$ cat config.mk
export PLATFORM = sky130hd
export DESIGN_NAME = ff_bank_readback
export DESIGN_NICKNAME = d
export VERILOG_FILES = /design/src/rtl/ff_readback_pkg.sv /design/src/rtl/ff_readback_shreg.sv /design/src/rtl/ff_bank_readback.sv
export SDC_FILE = /design/constraint.sdc
export NUM_CORES = 1
export LEC_CHECK = 0
export CORE_MARGIN = 2
export CORE_UTILIZATION = 23
export DETAILED_ROUTE_END_ITERATION = 16
export PLACE_DENSITY = 0.54
export SLEW_MARGIN = 20
export SYNTH_ARGS = -nofsm -noshare
export SYNTH_HDL_FRONTEND = slang
export SYNTH_SLANG_ARGS = --single-unit
$ cat constraint.sdc
create_clock -name clk -period 3.6 [get_ports clk]
set_clock_uncertainty 0.2 [all_clocks]
set_input_delay 0.72 -clock clk [delete_from_list [all_inputs] [get_ports clk]]
set_output_delay 0.72 -clock clk [all_outputs]
set_load 0.05 [all_outputs]
$ cat src/rtl/ff_readback_pkg.sv
// Shared state encoding and sizing helpers for the flop-bank readback engine.
package ff_readback_pkg;

  localparam int unsigned STATE_W = 2;

  typedef enum logic [STATE_W-1:0] {
    IDLE    = 2'd0,
    CAPTURE = 2'd1,
    SHIFT   = 2'd2,
    DONE    = 2'd3
  } state_e;

  function automatic int unsigned cnt_w(input int unsigned width);
    return int'($clog2(width));
  endfunction

endpackage

$ cat src/rtl/ff_readback_shreg.sv
// Shadow register for one readback frame: parallel load, then zero-filling shift
// so the presented bit returns to 0 once every bit has been streamed out.
module ff_readback_shreg #(
  parameter int unsigned WIDTH     = 16,
  parameter bit          MSB_FIRST = 1'b1
) (
  input  logic             clk,
  input  logic             R,
  input  logic             E,
  input  logic             load,
  input  logic             shift,
  input  logic [WIDTH-1:0] d,
  output logic             out
);

  logic [WIDTH-1:0] shadow_q;
  logic [WIDTH-1:0] shadow_d;

  always_comb begin
    shadow_d = shadow_q;
    if (load) begin
      shadow_d = d;
    end else if (shift) begin
      if (MSB_FIRST) begin
        shadow_d = {shadow_q[WIDTH-2:0], 1'b0};
      end else begin
        shadow_d = {1'b0, shadow_q[WIDTH-1:1]};
      end
    end
  end

  always_ff @(posedge clk) begin
    if (R) begin
      shadow_q <= '0;
    end else if (E) begin
      shadow_q <= shadow_d;
    end
  end

  assign out = MSB_FIRST ? shadow_q[WIDTH-1] : shadow_q[0];

endmodule

$ cat src/rtl/ff_bank_readback.sv
// Snapshots a flop bank's Q outputs and streams them serially over valid/ready,
// framed by ser_last and followed by a one-cycle done pulse.
module ff_bank_readback
  import ff_readback_pkg::*;
#(
  parameter int unsigned WIDTH     = 16,
  parameter bit          MSB_FIRST = 1'b1
) (
  input  logic             clk,
  input  logic             R,
  input  logic             E,
  input  logic             start,
  input  logic [WIDTH-1:0] q_bus,
  output logic             ser_data,
  output logic             ser_valid,
  input  logic             ser_ready,
  output logic             ser_last,
  output logic             busy,
  output logic             done
);

  localparam int unsigned      CNT_W      = cnt_w(WIDTH);
  localparam logic [CNT_W-1:0] CNT_LAST   = CNT_W'(WIDTH - 1);
  localparam logic [CNT_W-1:0] CNT_PENULT = CNT_W'(WIDTH - 2);

  state_e           state_q, state_d;
  logic [CNT_W-1:0] cnt_q, cnt_d;
  logic             valid_q, valid_d;
  logic             last_q, last_d;
  logic             busy_q, busy_d;
  logic             done_q, done_d;
  logic             load_c;
  logic             shift_c;
  logic             xfer_c;

  assign xfer_c = E & valid_q & ser_ready;

  // Next-state and registered-output logic; E=0 leaves every default (hold) in place.
  always_comb begin
    state_d = state_q;
    cnt_d   = cnt_q;
    valid_d = valid_q;
    last_d  = last_q;
    busy_d  = busy_q;
    done_d  = done_q;
    load_c  = 1'b0;
    shift_c = 1'b0;
    if (E) begin
      done_d = 1'b0;
      unique case (state_q)
        IDLE: begin
          if (start) begin
            state_d = CAPTURE;
            busy_d  = 1'b1;
          end
        end
        CAPTURE: begin
          load_c  = 1'b1;
          cnt_d   = '0;
          valid_d = 1'b1;
          last_d  = 1'b0;
          busy_d  = 1'b1;
          state_d = SHIFT;
        end
        SHIFT: begin
          if (xfer_c) begin
            shift_c = 1'b1;
            if (cnt_q == CNT_LAST) begin
              state_d = DONE;
              valid_d = 1'b0;
              last_d  = 1'b0;
              busy_d  = 1'b0;
              done_d  = 1'b1;
            end else begin
              cnt_d  = cnt_q + CNT_W'(1);
              last_d = (cnt_q == CNT_PENULT);
            end
          end
        end
        DONE: begin
          state_d = IDLE;
        end
        default: begin
          state_d = IDLE;
        end
      endcase
    end
  end

  always_ff @(posedge clk) begin
    if (R) begin
      state_q <= IDLE;
      cnt_q   <= '0;
      valid_q <= 1'b0;
      last_q  <= 1'b0;
      busy_q  <= 1'b0;
      done_q  <= 1'b0;
    end else begin
      state_q <= state_d;
      cnt_q   <= cnt_d;
      valid_q <= valid_d;
      last_q  <= last_d;
      busy_q  <= busy_d;
      done_q  <= done_d;
    end
  end

  ff_readback_shreg #(
    .WIDTH    (WIDTH),
    .MSB_FIRST(MSB_FIRST)
  ) u_shreg (
    .clk  (clk),
    .R    (R),
    .E    (E),
    .load (load_c),
    .shift(shift_c),
    .d    (q_bus),
    .out  (ser_data)
  );

  assign ser_valid = valid_q;
  assign ser_last  = last_q;
  assign busy      = busy_q;
  assign done      = done_q;

endmodule
==> impl_metrics.yaml <==
hold_path:
  hp-class: "flip-flop to flip-flop"
  hp-start: "u_shreg.shadow_q[3]$_SDFFE_PP0P_"
  hold_depth: 2
  whs_endpoint: "u_shreg.shadow_q[4]$_SDFFE_PP0P_"
clocking:
  cts.path.max_buffers: 2
  ctsHtreeMaxLevel: 1
  post_cts_buffers: 0
  cts_buffers: 3
  cts_hold_buffers: 0
  cts.sinks: 26
  cts_tree: "built"
  insertion_delay_ns: 0.28
  cts_resized: 0
  root_buffer: "clkbuf_8"
  path_clk_slew_ns: 0.10
sta:
  max-slew-margin-rel: 0.668
  fin_crit_sh: 0.678
  max_freq_mhz: 410
  slew_viol_final: 0
  tightest_slew_ns: 0.497
  setup-violations-final: 0
  layout_min_cycle_time_ns: 2.44
  rsz0062_at_grt: "false"
  hold_viol_final: 0
  fin_tns_setup_ns: 0
  holdWs_ns: 0.276
  setup_slack_ns: 1.16
cells_and_area:
  area_growth_syn_to_layout_pct: 30.7
  drive_gt1_frac: 0.0739
  fillers: 596
  final_util: 0.306
  layout.nets: 203
  antenna_cells: 0
synth:
  yosysWarnings: 0
  ys.flop_type: "dfxtp_1"
  postSynthAreaPerCell_um2: 8.22
  synth_area_um2: 1270
  syn_nets: 180
  synth_enable_flop_cells: 0
  yosysSeqAreaShare: 0.411
  netlist_instances: 154
  ys_async_sr_fraction: 0
  synth_cell_types: 36
  ys_ff_latch: 26
critical_path:
  worstPathArrival_ns: 2.43
  crit_type: "primary input to flip-flop"
  r2r-start: "state_q[0]$_SDFFE_PP0P_"
  reg2reg_depth: 6
  r2r-end: "u_shreg.shadow_q[7]$_SDFFE_PP0P_"
  cp_max_fo: 13
  worstPathRequired_ns: 3.59
  crit_path_end_kind: "flip-flop"
  cp-start-kind: "primary input"
  r2r_slack_ns: 1.43
power:
  p_int_mw: 0.510
  swShare: 0.248
  pwr_density_cell_nw_per_um2: 410
  power.total_mw: 0.678
  pwr-share-clk: 0.365
  pwr-share-comb: 0.165
  power_leakage_nw: 0.555
  pwr-share-seq: 0.469
  p_sw_mw: 0.168
  ir_worst_vdd_v: 0.000159
global_route:
  grt_usage: 0.0992
  grt_first_pass_wirelength_um: 4840
  grt_max_degree: 28
  first_global_vias: 1033
  grt-ovfl-total: 0
  antenna_found_initial: 0
routing:
  via_count: 1136
  firstDrtPassIters: 4
  drt_wl_total_um: 2860
  antenna_left: 0
  drt_iter0_markers: 78
  wl_per_cell_um: 11.5
  drc_errors: 0
  viasPerCell: 4.58
job:
  cap_violations: 0
outcome:
  status: "complete, no violations"
die:
  start_util: 0.234
  die_area_um2: 6110
  die_h_um: 78.2
  rows: 27
  die_w_um: 78.2
  ios: 26
  core_area_um2: 5410
placed_design:
  dp_hpwl_um: 1970
  place_ws_ns: 0.859
  place_congestion: 0.701
  numPortBuffers: 25
[layer usage]
| metal | track usage | vias up | routed length [µm] |
|---|---|---|---|
| met1 | 0.132 | 520 | 1460 |
| met4 | 0.0474 | 0 | 41 |
| li1 | - | 597 | - |
| met5 | 0 | - | 0 |
| met2 | 0.149 | 17 | 1260 |
| met3 | 0.0253 | 2 | 102 |
[per-stage QoR]
step | area [µm²] | std cells
floorplan | 1270 | 154
global placement | 1580 | 244
detailed placement | 1580 | 244
CTS | 1660 | 248
global route | 1660 | 248
finish | 1660 | 248
[synth_stat cells, drive strengths merged (2+ instances only)]
| library cell | number | share of area |
|---|---|---|
| nand2b | 2 | 0.0099 |
| a31o | 2 | 0.014 |
| ha | 5 | 0.049 |
| nand2 | 31 | 0.092 |
| clkbuf | 6 | 0.018 |
| dfxtp | 26 | 0.41 |
| a21oi | 6 | 0.024 |
| a311oi | 15 | 0.10 |
| a221oi | 2 | 0.019 |
| buf | 5 | 0.024 |
| nand4 | 2 | 0.0099 |
| o21ai | 4 | 0.016 |
| and3b | 2 | 0.014 |
| inv | 7 | 0.021 |
| nand3 | 5 | 0.020 |
| nor2 | 18 | 0.053 |
[final cells by class]
| cell class | instances | area, µm² | share of cell area |
|---|---|---|---|
| flip-flops and latches | 26 | 520 | 0.314 |
| inverters | 7 | 26.3 | 0.0159 |
| multi-input cells | 110 | 667 | 0.403 |
| well taps | 72 | 90.1 | 0.0544 |
| clock inverters | 1 | 30.0 | 0.0181 |
| clock buffers | 3 | 41.3 | 0.0249 |
| repair buffers | 29 | 280 | 0.169 |
[registers in the layout (all words and copies together) (netlist names)]
name	count
busy	1
cnt_q	4
done	1
ser_last	1
ser_valid	1
state_q	2
u_shreg.shadow_q	16
[worst max path at each step]
stage | start | end | slack (ns) | cells after the start
finish | E | u_shreg.shadow_q[7]$_SDFFE_PP0P_ | 1.16 | 5
global route | E | u_shreg.shadow_q[2]$_SDFFE_PP0P_ | 0.99 | 5
CTS | ser_valid$_SDFFE_PP0P_ | ser_valid | 1.15 | 1
detailed placement | E | u_shreg.shadow_q[1]$_SDFFE_PP0P_ | 0.86 | 5
global placement | E | u_shreg.shadow_q[7]$_SDFFE_PP0P_ | 0.94 | 5
floorplan | state_q[0]$_SDFFE_PP0P_ | state_q[1]$_SDFFE_PP0P_ | 1.82 | 6
[power by group through the flow]
stage               combinational [mW]  clock (mW)  sequential, mW
floorplan                       0.0579           0           0.336
global placement                 0.113           0           0.325
detailed placement               0.113           0           0.325
CTS                              0.113       0.255           0.319
global route                     0.124       0.266           0.321
finish                           0.112       0.248           0.318
[cell families after synthesis]
family	share of synthesized area
compound gates	0.237
fa+ha+maj	0.0494
buf+inv	0.0622
flops	0.411
mux	0.00791
simple gates	0.232
[worst max-delay path: stages]
cell and delay [ns]:
clkdlybuf4s50_1 0.62, and4_1 0.53, buf_4 0.25, nand2_1 0.06, a311oi_1 0.24
[placed cells by master (no fill, tap or decap), types with 2 or more instances in the layout]
cell and n:
nand2_1 31, inv_1 6, nand4_1 2, dfxtp_1 26, a21oi_1 6, clkdlybuf4s50_1 25, buf_4 4, ha_1 5
and3b_1 2, a311oi_1 15, o21ai_0 3, nor2_1 18, nand2b_1 2, clkbuf_8 3, nand3_1 5, a31o_2 2
(Power assumes the default switching activity.)
